--- src/rtl/cache_axi_pkg.sv ---
// Shared types and constants for the cache-to-AXI4-Lite read bridge.
package cache_axi_pkg;

  typedef enum logic [2:0] {
    IDLE,
    AR,
    R,
    WAIT,
    RESP
  } bridge_state;

  localparam logic [1:0]  AXI_RESP_OKAY = 2'b00;
  localparam logic [31:0] TIMEOUT_DATA  = 32'hDEADBEEF;

endpackage

--- src/rtl/cache_axi_rd_bridge_if.sv ---
// Cache miss request/response plus AXI4-Lite read channels.
// slave: the bridge side; master: the cache/memory environment side.
interface cache_axi_rd_bridge_if #(
  parameter int W = 32
);

  logic         axi_start_i;
  logic [W-1:0] axi_address_i;
  logic         axi_rdy_o;
  logic [W-1:0] axi_data_o;
  logic [W-1:0] m_araddr_o;
  logic         m_arvalid_o;
  logic         m_arready_i;
  logic [W-1:0] m_rdata_i;
  logic [1:0]   m_rresp_i;
  logic         m_rvalid_i;
  logic         m_rready_o;

  modport slave (
    input  axi_start_i,
    input  axi_address_i,
    output axi_rdy_o,
    output axi_data_o,
    output m_araddr_o,
    output m_arvalid_o,
    input  m_arready_i,
    input  m_rdata_i,
    input  m_rresp_i,
    input  m_rvalid_i,
    output m_rready_o
  );

  modport master (
    output axi_start_i,
    output axi_address_i,
    input  axi_rdy_o,
    input  axi_data_o,
    input  m_araddr_o,
    input  m_arvalid_o,
    output m_arready_i,
    output m_rdata_i,
    output m_rresp_i,
    output m_rvalid_i,
    input  m_rready_o
  );

endinterface

--- src/rtl/sat_counter.sv ---
// Saturating up-counter. clear restarts it; clear together with
// enable counts the clearing cycle itself, so the value becomes 1.
module sat_counter #(
  parameter int WIDTH = 8,
  parameter int MAX   = 255
) (
  input  logic             clk_i,
  input  logic             rst_i,
  input  logic             clear_i,
  input  logic             enable_i,
  output logic [WIDTH-1:0] count_o,
  output logic             at_max_o
);

  localparam logic [WIDTH-1:0] MAX_V = WIDTH'(MAX);

  logic [WIDTH-1:0] count_q, count_d;

  assign count_o  = count_q;
  assign at_max_o = (count_q >= MAX_V);

  always_comb begin
    count_d = count_q;
    if (clear_i) begin
      count_d = enable_i ? WIDTH'(1) : '0;
    end else if (enable_i && !at_max_o) begin
      count_d = count_q + WIDTH'(1);
    end
  end

  always_ff @(posedge clk_i or posedge rst_i) begin
    if (rst_i) count_q <= '0;
    else       count_q <= count_d;
  end

endmodule

--- src/rtl/cache_axi_rd_bridge.sv ---
// One cache miss -> one AXI4-Lite read, answered with a one-cycle rdy.
// Optional CACHE_AXI_TIMEOUT_EN adds a request timeout and sticky err_o.
module cache_axi_rd_bridge
  import cache_axi_pkg::*;
#(
  parameter int total_width = 32,
  parameter int MIN_LAT     = 3
`ifdef CACHE_AXI_TIMEOUT_EN
  , parameter int TIMEOUT_CYCLES = 256
`endif
) (
  input logic                  clk_i,
  input logic                  rst_i,
  cache_axi_rd_bridge_if.slave bus
`ifdef CACHE_AXI_TIMEOUT_EN
  , output logic               err_o
`endif
);

  localparam int LAT_W = (MIN_LAT < 1) ? 1 : $clog2(MIN_LAT + 1);

  bridge_state state_q, state_d;

  logic [total_width-1:0] addr_q, addr_d;
  logic [total_width-1:0] data_q, data_d;

  logic             start_acc;
  logic             lat_done;
  logic [LAT_W-1:0] lat_cnt;

  assign start_acc = (state_q == IDLE) && bus.axi_start_i;

  // Value n in the n-th cycle after start, so WAIT can leave at n = MIN_LAT
  sat_counter #(
    .WIDTH (LAT_W),
    .MAX   (MIN_LAT)
  ) u_lat (
    .clk_i    (clk_i),
    .rst_i    (rst_i),
    .clear_i  (start_acc),
    .enable_i (1'b1),
    .count_o  (lat_cnt),
    .at_max_o (lat_done)
  );

`ifdef CACHE_AXI_TIMEOUT_EN
  localparam int TO_W = (TIMEOUT_CYCLES < 2) ? 1 : $clog2(TIMEOUT_CYCLES);

  logic            err_q, err_d;
  logic            to_exp;
  logic [TO_W-1:0] to_cnt;

  sat_counter #(
    .WIDTH (TO_W),
    .MAX   (TIMEOUT_CYCLES - 1)
  ) u_to (
    .clk_i    (clk_i),
    .rst_i    (rst_i),
    .clear_i  (start_acc),
    .enable_i (1'b1),
    .count_o  (to_cnt),
    .at_max_o (to_exp)
  );

  assign err_o = err_q;

  logic unused_sig;
  assign unused_sig = ^{lat_cnt, to_cnt};
`else
  logic unused_sig;
  assign unused_sig = ^{lat_cnt, bus.m_rresp_i,
                        AXI_RESP_OKAY, TIMEOUT_DATA};
`endif

  assign bus.m_arvalid_o = (state_q == AR);
  assign bus.m_rready_o  = (state_q == R);
  assign bus.axi_rdy_o   = (state_q == RESP);
  assign bus.m_araddr_o  = addr_q;
  assign bus.axi_data_o  = data_q;

  always_comb begin
    state_d = state_q;
    addr_d  = addr_q;
    data_d  = data_q;
`ifdef CACHE_AXI_TIMEOUT_EN
    err_d   = err_q;
`endif
    unique case (state_q)
      IDLE: begin
        if (bus.axi_start_i) begin
          addr_d  = bus.axi_address_i;
          state_d = AR;
        end
      end
      AR: begin
        if (bus.m_arready_i) begin
          state_d = R;
        end
`ifdef CACHE_AXI_TIMEOUT_EN
        else if (to_exp) begin
          data_d  = total_width'(TIMEOUT_DATA);
          err_d   = 1'b1;
          state_d = WAIT;
        end
`endif
      end
      R: begin
        if (bus.m_rvalid_i) begin
          data_d  = bus.m_rdata_i;
          state_d = WAIT;
`ifdef CACHE_AXI_TIMEOUT_EN
          if (bus.m_rresp_i != AXI_RESP_OKAY) err_d = 1'b1;
        end else if (to_exp) begin
          data_d  = total_width'(TIMEOUT_DATA);
          err_d   = 1'b1;
          state_d = WAIT;
`endif
        end
      end
      WAIT: begin
        if (lat_done) state_d = RESP;
      end
      RESP: begin
        state_d = IDLE;
      end
      default: begin
        state_d = IDLE;
      end
    endcase
  end

  always_ff @(posedge clk_i or posedge rst_i) begin
    if (rst_i) begin
      state_q <= IDLE;
      addr_q  <= '0;
      data_q  <= '0;
    end else begin
      state_q <= state_d;
      addr_q  <= addr_d;
      data_q  <= data_d;
    end
  end

`ifdef CACHE_AXI_TIMEOUT_EN
  always_ff @(posedge clk_i or posedge rst_i) begin
    if (rst_i) err_q <= 1'b0;
    else       err_q <= err_d;
  end
`endif

endmodule
--- src/flat_wrapper.sv ---
// flat-port wrapper written by rule: the top's interface ports become plain ports
module cache_axi_rd_bridge_flat import cache_axi_pkg::*;
#(
  parameter int total_width = 32,
  parameter int MIN_LAT     = 3

)
  (clk_i, rst_i, bus_axi_start_i, bus_axi_address_i, bus_axi_rdy_o, bus_axi_data_o, bus_m_araddr_o, bus_m_arvalid_o, bus_m_arready_i, bus_m_rdata_i, bus_m_rresp_i, bus_m_rvalid_i, bus_m_rready_o);
  cache_axi_rd_bridge_if bus_i ();
  input logic clk_i;
  input logic rst_i;
  input wire logic [$bits(bus_i.axi_start_i)-1:0] bus_axi_start_i;
  input wire logic [$bits(bus_i.axi_address_i)-1:0] bus_axi_address_i;
  output wire logic [$bits(bus_i.axi_rdy_o)-1:0] bus_axi_rdy_o;
  output wire logic [$bits(bus_i.axi_data_o)-1:0] bus_axi_data_o;
  output wire logic [$bits(bus_i.m_araddr_o)-1:0] bus_m_araddr_o;
  output wire logic [$bits(bus_i.m_arvalid_o)-1:0] bus_m_arvalid_o;
  input wire logic [$bits(bus_i.m_arready_i)-1:0] bus_m_arready_i;
  input wire logic [$bits(bus_i.m_rdata_i)-1:0] bus_m_rdata_i;
  input wire logic [$bits(bus_i.m_rresp_i)-1:0] bus_m_rresp_i;
  input wire logic [$bits(bus_i.m_rvalid_i)-1:0] bus_m_rvalid_i;
  output wire logic [$bits(bus_i.m_rready_o)-1:0] bus_m_rready_o;
  assign bus_i.axi_start_i = bus_axi_start_i;
  assign bus_i.axi_address_i = bus_axi_address_i;
  assign bus_axi_rdy_o = bus_i.axi_rdy_o;
  assign bus_axi_data_o = bus_i.axi_data_o;
  assign bus_m_araddr_o = bus_i.m_araddr_o;
  assign bus_m_arvalid_o = bus_i.m_arvalid_o;
  assign bus_i.m_arready_i = bus_m_arready_i;
  assign bus_i.m_rdata_i = bus_m_rdata_i;
  assign bus_i.m_rresp_i = bus_m_rresp_i;
  assign bus_i.m_rvalid_i = bus_m_rvalid_i;
  assign bus_m_rready_o = bus_i.m_rready_o;
  cache_axi_rd_bridge #(.total_width(total_width), .MIN_LAT(MIN_LAT)) u_core (.clk_i(clk_i), .rst_i(rst_i), .bus(bus_i));
endmodule
--- config.mk ---
export PLATFORM = sky130hd
export DESIGN_NAME = cache_axi_rd_bridge_flat
export DESIGN_NICKNAME = d
export VERILOG_FILES = /design/src/rtl/cache_axi_pkg.sv /design/src/rtl/cache_axi_rd_bridge_if.sv /design/src/rtl/sat_counter.sv /design/src/rtl/cache_axi_rd_bridge.sv /design/src/flat_wrapper.sv
export SDC_FILE = /design/constraint.sdc
export NUM_CORES = 1
export LEC_CHECK = 0
export BUFFER_PORTS_ARGS = -buffer_cell sky130_fd_sc_hd__buf_2
export CELL_PAD_IN_SITES_DETAIL_PLACEMENT = 1
export CELL_PAD_IN_SITES_GLOBAL_PLACEMENT = 1
export CORE_UTILIZATION = 38
export CTS_CLUSTER_DIAMETER = 100
export CTS_CLUSTER_SIZE = 25
export DETAILED_ROUTE_END_ITERATION = 16
export PLACE_DENSITY_LB_ADDON = 0.1
export SETUP_SLACK_MARGIN = 0.3
export SLEW_MARGIN = 0
export SYNTH_ARGS = -nofsm -noshare
export SYNTH_HDL_FRONTEND = slang
export SYNTH_SLANG_ARGS = --single-unit
--- constraint.sdc ---
create_clock -name clk_i -period 4.6 [get_ports clk_i]
set_input_delay 0.46 -clock clk_i [delete_from_list [all_inputs] [get_ports clk_i]]
set_output_delay 0.46 -clock clk_i [all_outputs]
set_load 0.02 [all_outputs]
==> results.ini <==
[power]
power_density_nw_per_um2=791.6
max-vdd-ir-drop_mv=0.3196
leakagePower_nw=1.797
p_clk_share_pct=18.9
sw_frac_of_total_pct=37.32
switchingPower_mw=1.081
combPwrFrac_pct=43.6
p_int_mw=1.815
sequentialPowerShare_pct=37.4

[routing]
drtIter0Drc=39
totalWireLength_um=5827
first_pass_iters=2
drt.antenna.violating_nets=0
drc=0
routedWlPerCell_um=14.42
vias=1833
avgViaCountPerCell=4.537

[logic_synthesis]
synth_area_um2=2719
synth.distinct_cells=22
synth_top_family_by_area=multiplexers
synth_nets=236
synth_cells=164
synth_xor_area_share_pct=0.3221
ys_warn_count=0
ys_seq_area_share_pct=63.51
syn_avg_cell_area_um2=16.58
synth_seq_cells=69
synth_adder_area_share_pct=0.4602
synth_simple_gate_area_share_pct=3.774
synth_mux_area_share_pct=27.29
synth_compound_area_share_pct=0.9204

[placed_design]
io_buffers=135
routabilityCongestion=0.6757
pre_cts_slack_ps=2648
hpwl_um=4298
dpl.cell_count=388

[critical_path]
worstSetupPathType=register to register
cp_num_buf_inv=0
crit_fanout=32
crit_path_top_delay_cell=and4bb_2
ff2ff_path_depth=2
reg2reg_slack_ps=2700
critPathMaxStageDelay_ps=890
path_depth=2
r2r_start=u_core.state_q[2]$_DFFE_PP0P_
worst_setup_path_start_kind=register
worstPathArrival_ps=2120
r2r-end=u_core.bus.axi_data_o[1]$_DFFE_PP0P_
worst_setup_path_end_kind=register
crit_start=u_core.state_q[2]$_DFFE_PP0P_
required_ps=4810
cp_cell_sequence=and4bb_2 -> mux2_2
cp_top_family=simple AND/OR/NAND/NOR gates

[layout]
regArea_um2=1727
antenna_cells=0
synthToLayoutAreaGrowth_pct=34.51
layout_commonest_cell=buf_2
layout-drive-gt1-share_pct=70.78
nets=375
fin_util_pct=53.24
num-fill-cells=753
layout_common_cells=buf_2 (135), dfrtp_1 (69), mux2_2 (62)
stdcell_count=404
multi_input_area_um2=890.9

[sta]
slew_violations=0
setup_violations=0
rsz0062_at_grt=false
holdWs_ps=264.3
fin_crit_sh_pct=41.32
tns_ps=0
fmax_ghz=0.5261
worst_pin_slew_ps=815.9
fin_ws_ps=2699
fin_skew_ps=11.95
slew_headroom_pct=45.60
fin_crit_ps=1901
final-hold-violation-count=0

[floorplan]
start_util_pct=39.58
die-area_um2=7497
die_w_um=86.59
core_um2=6869
dieHeight_um=86.59
io_pins=138
rows=30

[job]
drv_cap=0

[clocking]
clk_pin_slew_ps=80
cts-root-buf=clkbuf_8
insertion_delay_ps=330
cts_sinks=69
numCtsBuffers=9
cts.htree.levels=3
clk_path_buf_depth=2
cts_resized=0
cts_setup_buffers=0
cts.hold.buffers_added=0
cts_tree=yes

[global_route]
grtUsageTotal_pct=16.98
grt_overflow_total=0
grt_pass1_vias=1921
antenna_found_initial=0
grt_max_degree=38
grt_first_pass_wirelength_um=9556

[outcome]
outcome=finished, final reports clean

[worst_hold_path]
min_path_type=input port to asynchronous set/reset pin

sequential cells by signal, indices dropped and copies added, names as in the netlist:
signal / count
u_core.u_lat.count_o: 2
u_core.state_q: 3
u_core.bus.axi_data_o: 32
u_core.bus.m_araddr_o: 32
per-layer routing:
metal / track usage (%) / routed length, um / vias to the layer above
li1: - / - / 850
met5: 0 / 0 / -
met2: 27.34 / 2831 / 79
met4: 8.182 / 94 / 0
met3: 4.667 / 428 / 8
met1: 21.23 / 2474 / 896
power by group through the flow:
stage,clock network [mW],registers [mW],logic [mW]
4_1_cts,0.565,1.09,1.29
2_1_floorplan,0,1.44,0.551
6_report,0.547,1.08,1.26
3_3_place_gp,0,1.08,1.26
5_1_grt,0.590,1.13,1.36
3_5_place_dp,0,1.10,1.29
cells in the mapped netlist, drive strengths merged:
cell,instances,share of area [%]
mux2,65,27
nor3b,1,0.28
clkbuf,2,0.69
nand2b,3,0.69
dfrtp,69,64
nand3b,1,0.28
and2,1,0.23
a21bo,1,0.37
nor4b,1,0.87
buf,7,2.9
and4bb,1,0.46
a32o,1,0.37
nand2,1,0.14
nor2,4,0.55
and2b,1,0.28
mux2i,1,0.37
xor2,1,0.32
inv,1,0.14
a21oi,1,0.18
ha,1,0.46
logic make-up after synthesis:
logic type	count (synthesis)
adders and majority gates	1
AOI/OAI and AO/OA	3
buffers and inverters	10
muxes	66
DFF	69
xor gates and xnor gates	1
and+or+nand+nor	14
through the flow:
step	cell area (um^2)	power, mW
global placement	3432	2.337
CTS	3657	2.944
floorplan	2719	1.987
detailed placement	3432	2.386
global route	3657	3.083
finish	3657	2.895
how the worst max path moves through the flow:
stage / endpoint / slack, ps
4_1_cts: u_core.bus.axi_data_o[0]$_DFFE_PP0P_ / 2650
5_1_grt: u_core.bus.axi_data_o[31]$_DFFE_PP0P_ / 2570
3_3_place_gp: u_core.bus.axi_data_o[30]$_DFFE_PP0P_ / 2670
6_report: u_core.bus.axi_data_o[1]$_DFFE_PP0P_ / 2700
2_1_floorplan: u_core.bus.axi_data_o[0]$_DFFE_PP0P_ / 2400
3_5_place_dp: u_core.bus.axi_data_o[0]$_DFFE_PP0P_ / 2650
area by class of cell:
cell class	count	share of cell area (%)
sequential	69	47.21
multi-input combinational	85	24.36
timing repair buffer	137	18.88
clock buffer	12	4.242
tap	96	3.284
clock inverter	4	1.916
inverter	1	0.1026
Power figures use the tool's default switching activity.
